**config.mk**
```make
export PLATFORM = sky130hd
export DESIGN_NAME = elt_update
export DESIGN_NICKNAME = d
export VERILOG_FILES = /design/src/rtl/elt_update.sv
export SDC_FILE = /design/constraint.sdc
export NUM_CORES = 1
export LEC_CHECK = 0
export CAP_MARGIN = 20
export CELL_PAD_IN_SITES_DETAIL_PLACEMENT = 1
export CELL_PAD_IN_SITES_GLOBAL_PLACEMENT = 1
export CORE_MARGIN = 1.5
export CORE_UTILIZATION = 35
export CTS_CLUSTER_DIAMETER = 120
export DETAILED_ROUTE_END_ITERATION = 7
export HOLD_SLACK_MARGIN = 0.06
export PLACE_DENSITY = 0.81
export SLEW_MARGIN = 40
export SYNTH_ARGS = -nofsm -noshare
export SYNTH_HDL_FRONTEND = slang
export SYNTH_SLANG_ARGS = --single-unit
```
**constraint.sdc**
```tcl
create_clock -name clk -period 3.95 [get_ports clk]
set_input_delay 0.79 -clock clk [delete_from_list [all_inputs] [get_ports clk]]
set_output_delay 0.79 -clock clk [all_outputs]
set_load 0.05 [all_outputs]
```
**src/rtl/elt_update.sv**
```systemverilog
// Element-table update engine: scans all cells for an open match and a free slot,
// then closes the matched version, overwrites it, or inserts a new element.
module elt_update #(
   parameter int NUM_CELLS = 16
) (
   input  logic       clk,
   input  logic       reset,
   input  logic       req_valid,
   output logic       req_ready,
   input  logic [7:0] req_index,
   input  logic [7:0] req_value,
   input  logic [7:0] req_metadata,
   input  logic [7:0] req_rank,
   output logic [3:0] rd_addr,
   input  logic       rd_eltDef,
   input  logic [7:0] rd_index,
   input  logic [7:0] rd_rank,
   input  logic [7:0] rd_low,
   input  logic [7:0] rd_high,
   input  logic [7:0] rd_value,
   output logic       wr_en,
   output logic [3:0] wr_addr,
   output logic       wr_eltDef,
   output logic [7:0] wr_index,
   output logic [7:0] wr_rank,
   output logic [7:0] wr_low,
   output logic [7:0] wr_high,
   output logic [7:0] wr_value,
   output logic       resp_valid,
   output logic [1:0] resp_status,
   output logic [3:0] resp_slot
);

   localparam int CNT_W = $clog2(NUM_CELLS + 1);
   localparam logic [CNT_W-1:0] LAST = CNT_W'(NUM_CELLS);
   localparam logic [7:0] OPEN = 8'hFF;
   localparam logic [1:0] ST_NEW   = 2'b00;
   localparam logic [1:0] ST_OVW   = 2'b01;
   localparam logic [1:0] ST_FULL  = 2'b10;
   localparam logic [1:0] ST_STALE = 2'b11;

   typedef enum logic [2:0] {IDLE, SCAN, DECIDE, CLOSE, WRITE, RESP} state_t;

   state_t           state_q, state_d;
   logic [1:0]       status_q, status_d;
   logic [3:0]       slot_q, slot_d;
   logic [CNT_W-1:0] cnt_q, cnt_d;
   logic [7:0]       idx_q, idx_d, val_q, val_d, meta_q, meta_d, rank_q, rank_d;
   logic             hit_q, hit_d, free_q, free_d, ovw_q, ovw_d;
   logic [3:0]       hit_slot_q, hit_slot_d, free_slot_q, free_slot_d;
   logic [7:0]       hit_rank_q, hit_rank_d, hit_low_q, hit_low_d, hit_val_q, hit_val_d;
   logic [3:0]       eval_slot;

   // Read data lags the address by one cycle, so count N evaluates cell N-1.
   assign eval_slot = 4'(cnt_q - 1'b1);

   always_comb begin
      state_d     = state_q;
      status_d    = status_q;
      slot_d      = slot_q;
      cnt_d       = cnt_q;
      idx_d       = idx_q;
      val_d       = val_q;
      meta_d      = meta_q;
      rank_d      = rank_q;
      hit_d       = hit_q;
      free_d      = free_q;
      ovw_d       = ovw_q;
      hit_slot_d  = hit_slot_q;
      free_slot_d = free_slot_q;
      hit_rank_d  = hit_rank_q;
      hit_low_d   = hit_low_q;
      hit_val_d   = hit_val_q;
      case (state_q)
         IDLE: begin
            if (req_valid) begin
               idx_d   = req_index;
               val_d   = req_value;
               meta_d  = req_metadata;
               rank_d  = req_rank;
               cnt_d   = '0;
               hit_d   = 1'b0;
               free_d  = 1'b0;
               state_d = SCAN;
            end
         end
         SCAN: begin
            if (cnt_q != '0) begin
               if (!rd_eltDef && !free_q) begin
                  free_d      = 1'b1;
                  free_slot_d = eval_slot;
               end
               if (rd_eltDef && rd_index == idx_q && rd_high == OPEN && !hit_q) begin
                  hit_d      = 1'b1;
                  hit_slot_d = eval_slot;
                  hit_rank_d = rd_rank;
                  hit_low_d  = rd_low;
                  hit_val_d  = rd_value;
               end
            end
            if (cnt_q == LAST) state_d = DECIDE;
            else               cnt_d   = cnt_q + 1'b1;
         end
         DECIDE: begin
            ovw_d    = 1'b0;
            slot_d   = 4'd0;
            status_d = ST_NEW;
            if (hit_q && hit_low_q == meta_q) begin
               ovw_d    = 1'b1;
               status_d = ST_OVW;
               slot_d   = hit_slot_q;
               state_d  = WRITE;
            end else if (hit_q && hit_low_q > meta_q) begin
               status_d = ST_STALE;
               state_d  = RESP;
            end else if (!free_q) begin
               status_d = ST_FULL;
               state_d  = RESP;
            end else begin
               slot_d  = free_slot_q;
               state_d = hit_q ? CLOSE : WRITE;
            end
         end
         CLOSE:   state_d = WRITE;
         WRITE:   state_d = RESP;
         RESP:    state_d = IDLE;
         default: state_d = IDLE;
      endcase
   end

   always_ff @(posedge clk) begin
      if (reset) begin
         state_q  <= IDLE;
         status_q <= 2'b00;
         slot_q   <= 4'd0;
      end else begin
         state_q  <= state_d;
         status_q <= status_d;
         slot_q   <= slot_d;
      end
   end

   always_ff @(posedge clk) begin
      cnt_q       <= cnt_d;
      idx_q       <= idx_d;
      val_q       <= val_d;
      meta_q      <= meta_d;
      rank_q      <= rank_d;
      hit_q       <= hit_d;
      free_q      <= free_d;
      ovw_q       <= ovw_d;
      hit_slot_q  <= hit_slot_d;
      free_slot_q <= free_slot_d;
      hit_rank_q  <= hit_rank_d;
      hit_low_q   <= hit_low_d;
      hit_val_q   <= hit_val_d;
   end

   assign rd_addr = (state_q == SCAN && cnt_q != LAST && !reset) ? 4'(cnt_q) : 4'd0;

   // Outputs are masked by reset so an aborted request cannot write or respond.
   always_comb begin
      req_ready   = 1'b0;
      wr_en       = 1'b0;
      wr_addr     = 4'd0;
      wr_eltDef   = 1'b0;
      wr_index    = 8'd0;
      wr_rank     = 8'd0;
      wr_low      = 8'd0;
      wr_high     = 8'd0;
      wr_value    = 8'd0;
      resp_valid  = 1'b0;
      resp_status = 2'b00;
      resp_slot   = 4'd0;
      if (!reset) begin
         case (state_q)
            IDLE: req_ready = 1'b1;
            CLOSE: begin
               wr_en     = 1'b1;
               wr_addr   = hit_slot_q;
               wr_eltDef = 1'b1;
               wr_index  = idx_q;
               wr_rank   = hit_rank_q;
               wr_low    = hit_low_q;
               wr_high   = meta_q - 8'd1;
               wr_value  = hit_val_q;
            end
            WRITE: begin
               wr_en     = 1'b1;
               wr_addr   = ovw_q ? hit_slot_q : free_slot_q;
               wr_eltDef = 1'b1;
               wr_index  = idx_q;
               wr_rank   = rank_q;
               wr_low    = ovw_q ? hit_low_q : meta_q;
               wr_high   = OPEN;
               wr_value  = val_q;
            end
            RESP: begin
               resp_valid  = 1'b1;
               resp_status = status_q;
               resp_slot   = slot_q;
            end
            default: ;
         endcase
      end
   end

endmodule

```
Word-level counts from Yosys, hierarchy flattened
Index checks and enable logic that the tools add are counted.

Register bits after elaboration: 81. Input port bits: 76. Output and inout port bits: 58. Word-level logic and storage cells: 108.

Add/subtract/negate cells: 3. Order comparisons: 1. Equal/unequal tests: 16. Mux-type cells: 49. Reductions and logical operators: 23.

Operators by type and width (count): one-hot mux 8 bit (2 select lines) (4); 2-to-1 mux 8 bit (7); 2-to-1 mux 4 bit (8); 2-to-1 mux 3 bit (6); equality test 8 bit (2); one-hot mux 3 bit (5 select lines) (1); 2-to-1 mux 1 bit (12); != test 2 bit (second input constant) (6); 2-to-1 mux 2 bit (5); 2-to-1 mux 5 bit (2); one-hot mux 5 bit (2 select lines) (1); AND reduction 3 bit (3); equality test 8 bit (second input constant) (1); greater-than comparator 8 bit (1); logical AND 1 bit (8); one-hot mux 4 bit (2 select lines) (1); AND reduction 4 bit (2); subtractor 8 x 1 -> 8 bit (second input constant) (1); equality test 3 x 2 -> 1 bit (second input constant) (2); equality test 3 bit (second input constant) (2); adder 5 x 1 -> 5 bit (second input constant) (1); equality test 5 bit (second input constant) (1); != test 5 bit (second input constant) (1); nonzero test 5 bit (1); 8 further kinds (13).

Logic depth before layout (Yosys ltp)
Word-level depth: 7. Gate-level depth with buffers: 8. Depth with buffers taken out: 7.

Least setup slack after synthesis
OpenSTA, ideal clock, no wires.

Path kind: input to output. Start point: input port reset. End point: output port resp_slot[0]. Arrival: 2.844 ns. Setup slack: 0.316 ns. Cell stages on the path: 3. Path buffers: 1. Path through: clkbuf_1 nor3_1 and2_1.

Cells in the longest elaborated chain, start to end: 1.

Ends and longest elaborated chain: start, declared (line 7) `input logic reset,`; 2-to-1 mux 4 bit (line 175) `if (!reset) begin`; end, declared (line 31) `output logic [3:0] resp_slot`.

No other way between the ends.

Worst setup path after layout
Start point: register state_q[1]. End point: output port wr_eltDef.

Cells in the longest elaborated chain, start to end: 4. Elaborated cells between the ends (all ways): 5. Classes of those cells: eq/ne (2); mux (2); reduce/logical (1).

Ends and longest elaborated chain: start, declared (line 44) `state_t state_q, state_d;`; start signal, assigned (line 137) `state_q <= state_d;`; equality test 3 bit or equality test 3 x 2 -> 1 bit (tied branches) (line 176) `case (state_q)`; OR reduction 2 bit (no line) (*); 2-to-1 mux 1 bit (*) (line 176); 2-to-1 mux 1 bit (*) (line 175); end, declared (line 23) `output logic wr_eltDef,`.

Mark *: on every way between the ends. The rest lies on a longest branch, timed or not.

==> results.md <==
- The run finished with clean final reports.
- Prior to clock tree synthesis, the placed netlist has a worst setup slack of around 620 ps.
- In the layout the commonest cells are sky130_fd_sc_hd__clkdlybuf4s50_1 (106), sky130_fd_sc_hd__edfxtp_1 (72), sky130_fd_sc_hd__nor2_1 (48).
- STA classifies the critical path startpoint as a register.
- In the synthesized netlist the async set-or-reset flop fraction comes to 0.
- The vias per cell is between 5 and 6.
- The combinational family with the most area after synthesis is simple AND/OR/NAND/NOR gates.
- The post-synthesis sequential element count is roughly 80.
- The final core area utilization is 0.521.
- The mean area per synthesized cell is ~12 um2.
- After floorplanning, the core was sized to cover approximately 10000 um2.
- The synthesized netlist contains between 40 and 50 unique library cells.
- From synthesis to final layout, the design area changed by 42.7%.
- In this run the number of H-tree levels came out at 3.
- The final design instance area without fill is 5450 um2.
- In this run the tool buffered the top-level ports with about 130 buffer cells.
- Counting the buffers created by CTS gives 9.
- The clock period minus final worst setup slack is roughly 3600 ps.
- In the final layout, the share of cells above drive strength 1 is 0.136.
- The number of clock sinks is 81.
- The maximum cell stage delay along the critical path is 820 ps.
- For the final routed database, the setup TNS stands at 0 ps.
- The clock insertion delay at the later pin of the skew report is approximately 350 ps.
- Counting flops with a built-in enable in the synthesized netlist gives 72.
- The required time reported for the critical path endpoint is ~3200 ps.
- Post-CTS timing repair inserted 0 buffers for setup.
- The clock arrives with 10.9 ps of skew.
- The final count of hold timing violations came to 0.
- At the pin with the least slew margin, the transition time is around 800 ps.
- Summed over all layers, the routed wires come to ~11000 um.
- Leaving out fill and tap cells, the most frequent cell in the layout is sky130_fd_sc_hd__clkdlybuf4s50_1.
- Setup repair after global routing left no endpoint under its margin.
- The adder and majority gate portion of the synthesized area is 0.0393.
- The kind of critical path is register to output pin.
- The overall die height is about 110 um.
- The number of I/O pins is 134.
- Traced cell by cell, the critical path runs through nor2_1 > and2_0 > nor2_1 > or2_1 > clkinv_4 > clkdlybuf4s50_1.
- After synthesis, the share of cell area in mux cells is 0.
- The post-synthesis share of cell area spent on and, or, nand and nor gates is 0.163.
- The detailed router's first-iteration violation count is 100.
- The slowest cell on the critical path is sky130_fd_sc_hd__clkdlybuf4s50_1.
- The chip width is 108 um.
- The pin count of the biggest net entering global routing is 30.
- The portion of the post-synthesis area used by sequential elements is 0.613.
- For this run, the number of Yosys warnings is 0.
- The remaining number of nets flagged by the antenna check after routing is 0.
- The cell leakage power is between 1.5 and 2 nW.
- The synthesized netlist net count is just over 400.
- Summed over all nets, the half-perimeter wirelength after detailed placement is 8400 um.
- Hold repair after CTS inserted 0 buffers.
- The fraction of synthesized cell area in xor and xnor cells is 0.0435.
- The number of antenna violations at the first check in global routing is 0.
- The number of gates resized after cts is 0.
- In the synthesized netlist the dominant register cell turns out to be sky130_fd_sc_hd__edfxtp_1.
- Setup slack closes at 349 ps.
- The final net count is roughly 550.
- The cell count after synthesis is approximately 320.
- The highest fanout seen on the critical path is 10.
- The average wire per standard cell is ~19 um.
- The floorplan die area is 11600 um2.
- The number of placement rows is 37.
- The part of the cycle the worst path needs is 0.912.
- The power per standard cell area is approximately 380 nW/um2.
- The max-slew violation count was 0.
- Clock tree synthesis selected as its root buffer the cell sky130_fd_sc_hd__clkbuf_8.
- Summing over every cut layer, the via total after detailed routing is 3031.
- 0 antenna diodes ended up in the layout.
- The via count of the first global-routing pass was approximately 3400.
- The mapped netlist covers around 3800 um2.
- The path type of the worst min-delay path is register to register.
- The clock tree from TritonCTS is done.
- The initial utilization of the core area, before any placement, comes to 0.365.
- The aggregate global-route resource usage is 0.203.
- The complex-gate fraction of the synthesized area is 0.104.
- Data on the critical path arrives at its endpoint at about 2800 ps.
- The total of endpoints with negative setup slack in the final report is 0.
- The maximum ir drop on the vdd rail is ~0.16 mV.
- For this run the aggregate overflow at the end of global routing stands at 0.
- The detailed-router iteration count before antenna repair is 4.
- The count of maximum capacitance violations is 0.
- The post-CTS clock slew at the launch and capture registers of the worst setup and hold paths is 90 ps.
- The clock tree buffer depth is 2.
- The first global-routing pass estimated around 18000 um of wire.
- The highest clock frequency the design can meet is about 0.28 GHz.
- In the routed design, unresolved DRC markers number 0.
- The final-layout worst hold slack is ~490 ps.
- The post-placement cell area is between 5000 and 6000 um2.
- The type of destination of the critical path is an output pin.
- The global placement routability congestion is ~0.80.
- By instance count, the cell type seen most on the critical path is sky130_fd_sc_hd__nor2_1.
- The worst slew margin relative to its limit is 0.476.
-- power breakdown --
part	leakage, nW	switching, mW	total, mW	internal, mW
sequential	0.745	0.0576	1.08	1.02
combinational	1.15	0.197	0.353	0.156
clock	0.100	0.322	0.620	0.298
-- final cells by class --
cell class,count,area [um2]
clock inverter,7,77.6
clock buffer,9,124
sequential,81,2340
timing repair buffer,140,1330
multi-input combinational,207,1340
fill,1156,5010
inverter,18,72.6
tap,136,170
-- worst max-delay path, delay by kind of cell, from the launching register on --
family,cells,cell delay [ps]
buffers and inverters,2,950
flip-flops,1,390
AND/OR/NAND/NOR,4,1130
-- routing by layer --
metal  up-vias  GRT usage  wire, um
li1       1444          -         -
met5         -          0         0
met1      1472      0.253      4590
met4         0     0.0677       182
met2       103      0.349      5710
met3        12     0.0424       609
-- synth_stat cells (2+ instances only) --
master | number | area [um2]
sky130_fd_sc_hd__dfxtp_1 | 9 | 180
sky130_fd_sc_hd__edfxtp_1 | 72 | 2160
sky130_fd_sc_hd__nand2_1 | 11 | 41.3
sky130_fd_sc_hd__and2_2 | 2 | 15.0
sky130_fd_sc_hd__inv_1 | 16 | 60.1
sky130_fd_sc_hd__nand4_1 | 4 | 25.0
sky130_fd_sc_hd__or2_1 | 2 | 12.5
sky130_fd_sc_hd__xor2_1 | 5 | 43.8
sky130_fd_sc_hd__a221o_1 | 4 | 40.0
sky130_fd_sc_hd__nor3_1 | 9 | 45.0
sky130_fd_sc_hd__nor4_1 | 2 | 12.5
sky130_fd_sc_hd__nor2_1 | 48 | 180
sky130_fd_sc_hd__a22oi_1 | 28 | 210
sky130_fd_sc_hd__clkbuf_1 | 9 | 33.8
sky130_fd_sc_hd__ha_1 | 12 | 150
sky130_fd_sc_hd__nand3_1 | 10 | 50.1
sky130_fd_sc_hd__and2_1 | 15 | 93.8
sky130_fd_sc_hd__o21ai_0 | 2 | 10.0
sky130_fd_sc_hd__and3_1 | 5 | 31.3
sky130_fd_sc_hd__xnor2_1 | 14 | 123
sky130_fd_sc_hd__buf_2 | 4 | 20.0
sky130_fd_sc_hd__a21oi_1 | 11 | 55.1
-- sequential cells by signal, summed over array words and instances (netlist names) --
register / count
hit_low_q: 8
hit_rank_q: 8
hit_val_q: 8
idx_q: 8
meta_q: 8
rank_q: 8
val_q: 8
cnt_q: 5
free_slot_q: 4
hit_slot_q: 4
slot_q: 4
state_q: 3
status_q: 2
free_q: 1
hit_q: 1
ovw_q: 1
-- logic make-up after synthesis --
family,after synthesis
buffers and inverters,33
adders and majority gates,12
and+or+nand+nor,121
AOI/OAI and AO/OA,55
DFF,81
xor gates and xnor gates,19
-- final timing paths --
check,startpoint,endpoint,slack (ps),cells past startpoint
setup / recovery,state_q[1]$_SDFFE_PP0P_,wr_eltDef,350,6
hold reg to reg,slot_q[0]$_SDFFE_PP0P_,slot_q[0]$_SDFFE_PP0P_,490,1
setup reg to reg,hit_q$_DFFE_PP_,hit_q$_DFFE_PP_,1660,6
hold / removal,slot_q[0]$_SDFFE_PP0P_,slot_q[0]$_SDFFE_PP0P_,490,1
-- through the flow --
| step | std cells | total power [mW] |
|---|---|---|
| floorplan | 321 | 1.28 |
| global placement | 582 | 1.43 |
| detailed placement | 582 | 1.45 |
| CTS | 598 | 2.07 |
| global route | 598 | 2.14 |
| finish | 598 | 2.06 |
Note: power is estimated with default switching activity, not from simulation.
